==> src/rtl/lsu.sv <==
// Load/store unit: accepts one RV32I load or store at a time, checks width and
// alignment, drives a byte-masked data-memory request and returns extended load data.
module lsu #(
  parameter int unsigned MAX_WAIT_CYCLES = 15
) (
  input  logic        clk,
  input  logic        reset,
  input  logic        ip_req,
  input  logic        ip_is_store,
  input  logic [2:0]  ip_funct3,
  input  logic [31:0] ip_addr,
  input  logic [31:0] ip_store_data,
  output logic        op_busy,
  output logic        op_done,
  output logic [31:0] op_load_data,
  output logic        op_error,
  output logic        op_timeout,
  output logic [31:0] op_data_addr,
  output logic        op_data_wr,
  output logic [3:0]  op_data_mask,
  output logic [31:0] op_data_to_dmem,
  output logic        op_data_rd,
  input  logic        ip_data_valid,
  input  logic [31:0] ip_data_from_dmem
);

  localparam int unsigned WaitW = $clog2(MAX_WAIT_CYCLES + 1);

  typedef enum logic [1:0] {StIdle, StAccess, StDone} state_e;

  state_e            state_q, state_d;
  logic              is_store_q;
  logic [2:0]        funct3_q;
  logic [1:0]        offset_q;
  logic [WaitW-1:0]  wait_q;
  logic              error_q, timeout_q;
  logic [31:0]       load_data_q, addr_q, wdata_q;
  logic [3:0]        mask_q;

  logic              accept, fault, wait_expired, load_wait;
  logic [3:0]        mask_new;
  logic [31:0]       wdata_new, load_ext, byte_sel;
  logic [15:0]       half_sel;

  assign accept       = (state_q == StIdle) && ip_req;
  assign wait_expired = (wait_q == WaitW'(MAX_WAIT_CYCLES));
  assign load_wait    = (state_q == StAccess) && !is_store_q;

  // Illegal width code or misaligned address for the incoming request
  always_comb begin
    fault = 1'b0;
    if (ip_is_store) begin
      if (ip_funct3 > 3'd2) fault = 1'b1;
    end else if (ip_funct3 inside {3'd3, 3'd6, 3'd7}) begin
      fault = 1'b1;
    end
    case (ip_funct3[1:0])
      2'b01:   if (ip_addr[0]) fault = 1'b1;
      2'b10:   if (ip_addr[1:0] != 2'b00) fault = 1'b1;
      default: ;
    endcase
  end

  // Byte enables and lane-replicated store data for the incoming request
  always_comb begin
    mask_new  = 4'b0000;
    wdata_new = ip_store_data;
    case (ip_funct3[1:0])
      2'b00: begin
        mask_new  = 4'b0001 << ip_addr[1:0];
        wdata_new = {4{ip_store_data[7:0]}};
      end
      2'b01: begin
        mask_new  = 4'b0011 << {ip_addr[1], 1'b0};
        wdata_new = {2{ip_store_data[15:0]}};
      end
      2'b10:   mask_new = 4'b1111;
      default: ;
    endcase
  end

  // Lane select and sign/zero extension of the returned word
  always_comb begin
    byte_sel = ip_data_from_dmem >> {offset_q, 3'b000};
    half_sel = offset_q[1] ? ip_data_from_dmem[31:16] : ip_data_from_dmem[15:0];
    case (funct3_q)
      3'd0:    load_ext = {{24{byte_sel[7]}}, byte_sel[7:0]};
      3'd1:    load_ext = {{16{half_sel[15]}}, half_sel};
      3'd4:    load_ext = {24'd0, byte_sel[7:0]};
      3'd5:    load_ext = {16'd0, half_sel};
      default: load_ext = ip_data_from_dmem;
    endcase
  end

  // State register
  always_ff @(posedge clk) begin
    if (reset) state_q <= StIdle;
    else       state_q <= state_d;
  end

  // Next-state logic
  always_comb begin
    state_d = state_q;
    case (state_q)
      StIdle:   if (ip_req) state_d = fault ? StDone : StAccess;
      StAccess: begin
        if (is_store_q || ip_data_valid || wait_expired) state_d = StDone;
      end
      StDone:   state_d = StIdle;
      default:  state_d = StIdle;
    endcase
  end

  // Outputs; memory strobes are gated by reset so an abort suppresses the access
  always_comb begin
    op_busy         = (state_q != StIdle);
    op_done         = (state_q == StDone);
    op_error        = op_done && error_q;
    op_timeout      = op_done && timeout_q;
    op_data_wr      = (state_q == StAccess) && is_store_q && !reset;
    op_data_rd      = (state_q == StAccess) && !is_store_q && !reset;
    op_data_addr    = addr_q;
    op_data_mask    = mask_q;
    op_data_to_dmem = wdata_q;
    op_load_data    = load_data_q;
  end

  // Request latch, wait counter and load result
  always_ff @(posedge clk) begin
    if (reset) begin
      is_store_q  <= 1'b0;
      funct3_q    <= 3'd0;
      offset_q    <= 2'd0;
      addr_q      <= 32'd0;
      mask_q      <= 4'd0;
      wdata_q     <= 32'd0;
      wait_q      <= '0;
      error_q     <= 1'b0;
      timeout_q   <= 1'b0;
      load_data_q <= 32'd0;
    end else if (accept) begin
      is_store_q <= ip_is_store;
      funct3_q   <= ip_funct3;
      offset_q   <= ip_addr[1:0];
      addr_q     <= {ip_addr[31:2], 2'b00};
      mask_q     <= mask_new;
      wdata_q    <= wdata_new;
      wait_q     <= '0;
      error_q    <= fault;
      timeout_q  <= 1'b0;
    end else if (load_wait) begin
      if (ip_data_valid)     load_data_q <= load_ext;
      else if (wait_expired) timeout_q   <= 1'b1;
      else                   wait_q      <= wait_q + WaitW'(1);
    end
  end

endmodule

==> config.mk <==
export PLATFORM = sky130hd
export DESIGN_NAME = lsu
export DESIGN_NICKNAME = d
export VERILOG_FILES = /design/src/rtl/lsu.sv
export SDC_FILE = /design/constraint.sdc
export NUM_CORES = 1
export LEC_CHECK = 0
export CORE_ASPECT_RATIO = 1.4
export CORE_MARGIN = 8
export CORE_UTILIZATION = 43
export CTS_CLUSTER_SIZE = 12
export DETAILED_ROUTE_END_ITERATION = 10
export PLACE_DENSITY = 0.81
export SLEW_MARGIN = 10
export SYNTH_ARGS = -nofsm -noshare
export SYNTH_HDL_FRONTEND = slang
export SYNTH_SLANG_ARGS = --single-unit
==> constraint.sdc <==
create_clock -name clk -period 2.4 [get_ports clk]
set_input_delay 0.6 -clock clk [delete_from_list [all_inputs] [get_ports clk]]
set_output_delay 0.6 -clock clk [all_outputs]
set_load 0.01 [all_outputs]
==> results of run 1 <==
[cells in the mapped netlist (2+ instances only)]
| cell type | number | area [sq um] |
|---|---|---|
| nand2_1 | 123 | 462 |
| dfxtp_1 | 112 | 2240 |
| nor2_1 | 62 | 233 |
| a21oi_1 | 61 | 305 |
| a211oi_1 | 41 | 308 |
| clkbuf_1 | 26 | 97.6 |
| o21ai_0 | 18 | 90.1 |
| buf_2 | 15 | 75.1 |
| nand2b_1 | 12 | 75.1 |
| a211oi_2 | 11 | 138 |
| mux2i_1 | 10 | 100 |
| a221oi_2 | 8 | 120 |
| a22o_1 | 8 | 70.1 |
| mux2_2 | 8 | 90.1 |
| nand3b_1 | 8 | 60.1 |
| a22oi_1 | 7 | 52.6 |
| nor2b_1 | 7 | 43.8 |
| buf_4 | 6 | 45.0 |
| ha_1 | 6 | 75.1 |
| nor3_1 | 6 | 30.0 |
| a311oi_1 | 5 | 43.8 |
| inv_1 | 4 | 15.0 |
| nand3_1 | 4 | 20.0 |
| and2_1 | 3 | 18.8 |
| or2_2 | 3 | 18.8 |
| xor2_1 | 3 | 26.3 |
| and3_1 | 2 | 12.5 |
| nor3b_1 | 2 | 15.0 |
[cells by family after synthesis]
logic type                 after synthesis  share of synthesized area, %
other                                    1                        0.0739
muxes                                   19                          4.19
buffers and inverters                   55                          5.05
adders and majority gates                6                          1.48
DFF                                    112                          44.2
AOI/OAI and AO/OA                      166                          23.5
xor gates and xnor gates                 3                         0.518
and+or+nand+nor                        240                          21.0
[metal layers]
metal | global-route usage, % | vias to the layer above
li1 | - | 2490
met1 | 22.6 | 2472
met2 | 38.7 | 233
met3 | 7.23 | 44
met4 | 12.3 | 0
met5 | 0 | -
[worst max-delay path: cells and delay by family (launching register included)]
family | cells | cell delay [ns]
and+or+nand+nor | 1 | 0.38
buffers and inverters | 1 | 0.62
DFF | 1 | 0.37
[how the worst max path moves through the flow]
stage | to | depth (start not counted)
5_1_grt | op_data_rd | 2
3_5_place_dp | op_data_to_dmem[31] | 5
2_1_floorplan | op_data_to_dmem[24] | 7
6_report | op_data_rd | 2
4_1_cts | op_data_rd | 2
3_3_place_gp | op_data_to_dmem[25] | 5
[registers in the layout, indices dropped and copies added, names as in the netlist, 2 cells and up]
| name | cells |
|---|---|
| op_data_to_dmem | 32 |
| op_data_mask | 4 |
| funct3_q | 3 |
| op_data_addr | 30 |
| wait_q | 4 |
| state_q | 2 |
| op_load_data | 32 |
| offset_q | 2 |
[cell type report]
type                       instances  area share (%)
timing repair buffer             233            30.2
inverter                           5           0.245
tap                              147            2.40
clock inverter                     6           0.654
clock buffer                      10            3.12
multi-input combinational        436            34.0
sequential                       112            29.3
[repair_timing]
action | 4_1_cts | 5_1_grt
resized for setup | 1 | 1
endpoints found under the setup margin | 2 | 1
endpoints found under the hold margin | 0 | 0
[per-stage QoR]
step           cell area, sq um  utilization [%]  instances  setup slack (ns)
5_1_grt                    7660             65.4        949            0.0123
3_5_place_dp               7360             62.9        933           -0.0128
4_1_cts                    7650             65.4        949            0.0373
6_report                   7660             65.4        949            0.0945
3_3_place_gp               7360             62.9        933            0.0361
2_1_floorplan              5080                -        603             0.267
[power by group]
| part | total, uW | switching, uW | internal (uW) |
|---|---|---|---|
| Combinational | 1090 | 521 | 571 |
| Clock | 1440 | 696 | 747 |
| Sequential | 2060 | 78.0 | 1980 |
| Total | 4600 | 1300 | 3300 |
==> impl_metrics.py, run 1 <==
metrics = {
    "worst_hold_path": {
        "min_path_type": "register to register",
        "hold_depth": 2,
        "hp-start": "op_data_addr[5]",
        "hold_end": "op_data_addr[5]",
    },
    "finish": {
        "multi_input_area_sq_um": 2610,
        "final_common_cell": "clkdlybuf4s50_1",
        "nNetsFinal": 907,
        "final_cell_mix": "clkdlybuf4s50_1, nand2_1, dfxtp_1",
        "n_antenna_cell": 0,
        "nFillCells": 994,
        "syn2layout_area_growth_pct": 50.8,
        "drive_gt1_share_pct": 10.6,
        "seq_area_sq_um": 2240,
    },
    "die": {
        "die_h_um": 145,
        "rows": 47,
        "ios": 210,
        "start_util_pct": 43.4,
        "die_w_um": 108,
        "die_area_sq_um": 15600,
        "core-area_sq_um": 11700,
    },
    "grt": {
        "antenna_found_initial": 0,
        "overflow": 0,
        "grt_pass1_wl_um": 27400,
        "grt_max_degree": 94,
        "grt_use_total_pct": 22.1,
        "grt_pass1_vias": 5372,
    },
    "worst_setup_path": {
        "required_ns": 1.80,
        "worst_r2r_path_depth": 5,
        "crit_slowest_cell": "clkdlybuf4s50_1",
        "cp_data_arrival_time_ns": 1.71,
        "cp_slowest_stage_delay_ns": 0.62,
        "path_max_fanout": 8,
        "rr_startpoint": "state_q[0]",
        "rrSetupSlack_ns": 0.65,
        "endpoint_kind": "output port",
        "worstSetupPathType": "register to output port",
        "cp_cell_sequence": "nor4b_1, clkdlybuf4s50_1",
        "cp-startpoint": "state_q[1]",
        "rr_endpoint": "op_data_to_dmem[31]",
        "worstSetupStartpointType": "register",
    },
    "detailed_routing": {
        "dr_wl_met3_um": 1580,
        "drt_iter0_markers": 369,
        "dr.pass1.iters": 4,
        "viasPerCell": 5.52,
        "postRouteAntennaNets": 0,
        "num_vias": 5239,
        "drt-total-wl_um": 17700,
        "met1Wirelength_um": 6440,
        "route.met2.wl_um": 8900,
        "routedWlPerCell_um": 18.7,
        "post-route-drc-count": 0,
        "top_layer": "met4",
    },
    "timing": {
        "relSlewSlack_pct": 30.1,
        "finalHoldViolations": 0,
        "finClkSkew_ns": 0.00712,
        "tns_ns": 0,
        "drv_slew": 0,
        "rsz0062_at_grt": "false",
        "min_period_ns": 2.31,
        "setup_violations": 0,
        "timing.final.crit_share_pct": 96.1,
        "hold_slack_ns": 0.458,
        "fmaxAchievable_mhz": 434,
        "tightestPinTransition_ns": 1.05,
    },
    "cts": {
        "hold_buffers": 0,
        "clk_latency_ns": 0.34,
        "clock_path_buffers": 2,
        "cts_sinks": 112,
        "cts_tree": "done",
        "post_cts_buffers": 0,
        "cts_buffers": 9,
        "clk_pin_slew_ns": 0.08,
        "htreeDepth": 3,
        "root_buffer": "clkbuf_16",
    },
    "synthesis": {
        "yosysWarnings": 0,
        "synthCells": 602,
        "synthArstFlopShare_pct": 0,
        "synth-edff-count": 0,
        "avgSynthCellArea_sq_um": 8.43,
        "netlist-cell-type-count": 49,
        "synth_seq_cells": 112,
        "netlist_area_sq_um": 5080,
        "synth-main-ff-cell": "dfxtp_1",
        "ys_seq_area_share_pct": 44.2,
    },
    "placed_design": {
        "port_buffers": 207,
        "routabilityCongestion": 0.972,
        "hpwl_um": 13700,
    },
    "power_and_ir_drop": {
        "p_per_area_nw_per_um2": 601,
        "peakVddDrop_mv": 0.430,
        "total_power_uw": 4600,
        "total_leakage_power_uw": 0.00276,
    },
    "job": {
        "cap_violations": 0,
    },
    "outcome": {
        "status": "complete, no violations",
    },
}
(Power assumes the default switching activity.)
==> inputs of run 2 (changes only) <==
--- a/config.mk
+++ b/config.mk
@@ -8,7 +8,7 @@
 export CORE_ASPECT_RATIO = 1.4
 export CORE_MARGIN = 8
 export CORE_UTILIZATION = 43
-export CTS_CLUSTER_SIZE = 12
+export CTS_CLUSTER_SIZE = 40
 export DETAILED_ROUTE_END_ITERATION = 10
 export PLACE_DENSITY = 0.81
 export SLEW_MARGIN = 10
==> results of run 2 <==
No change in the layout: final DEF, timing and power equal those of run 1.
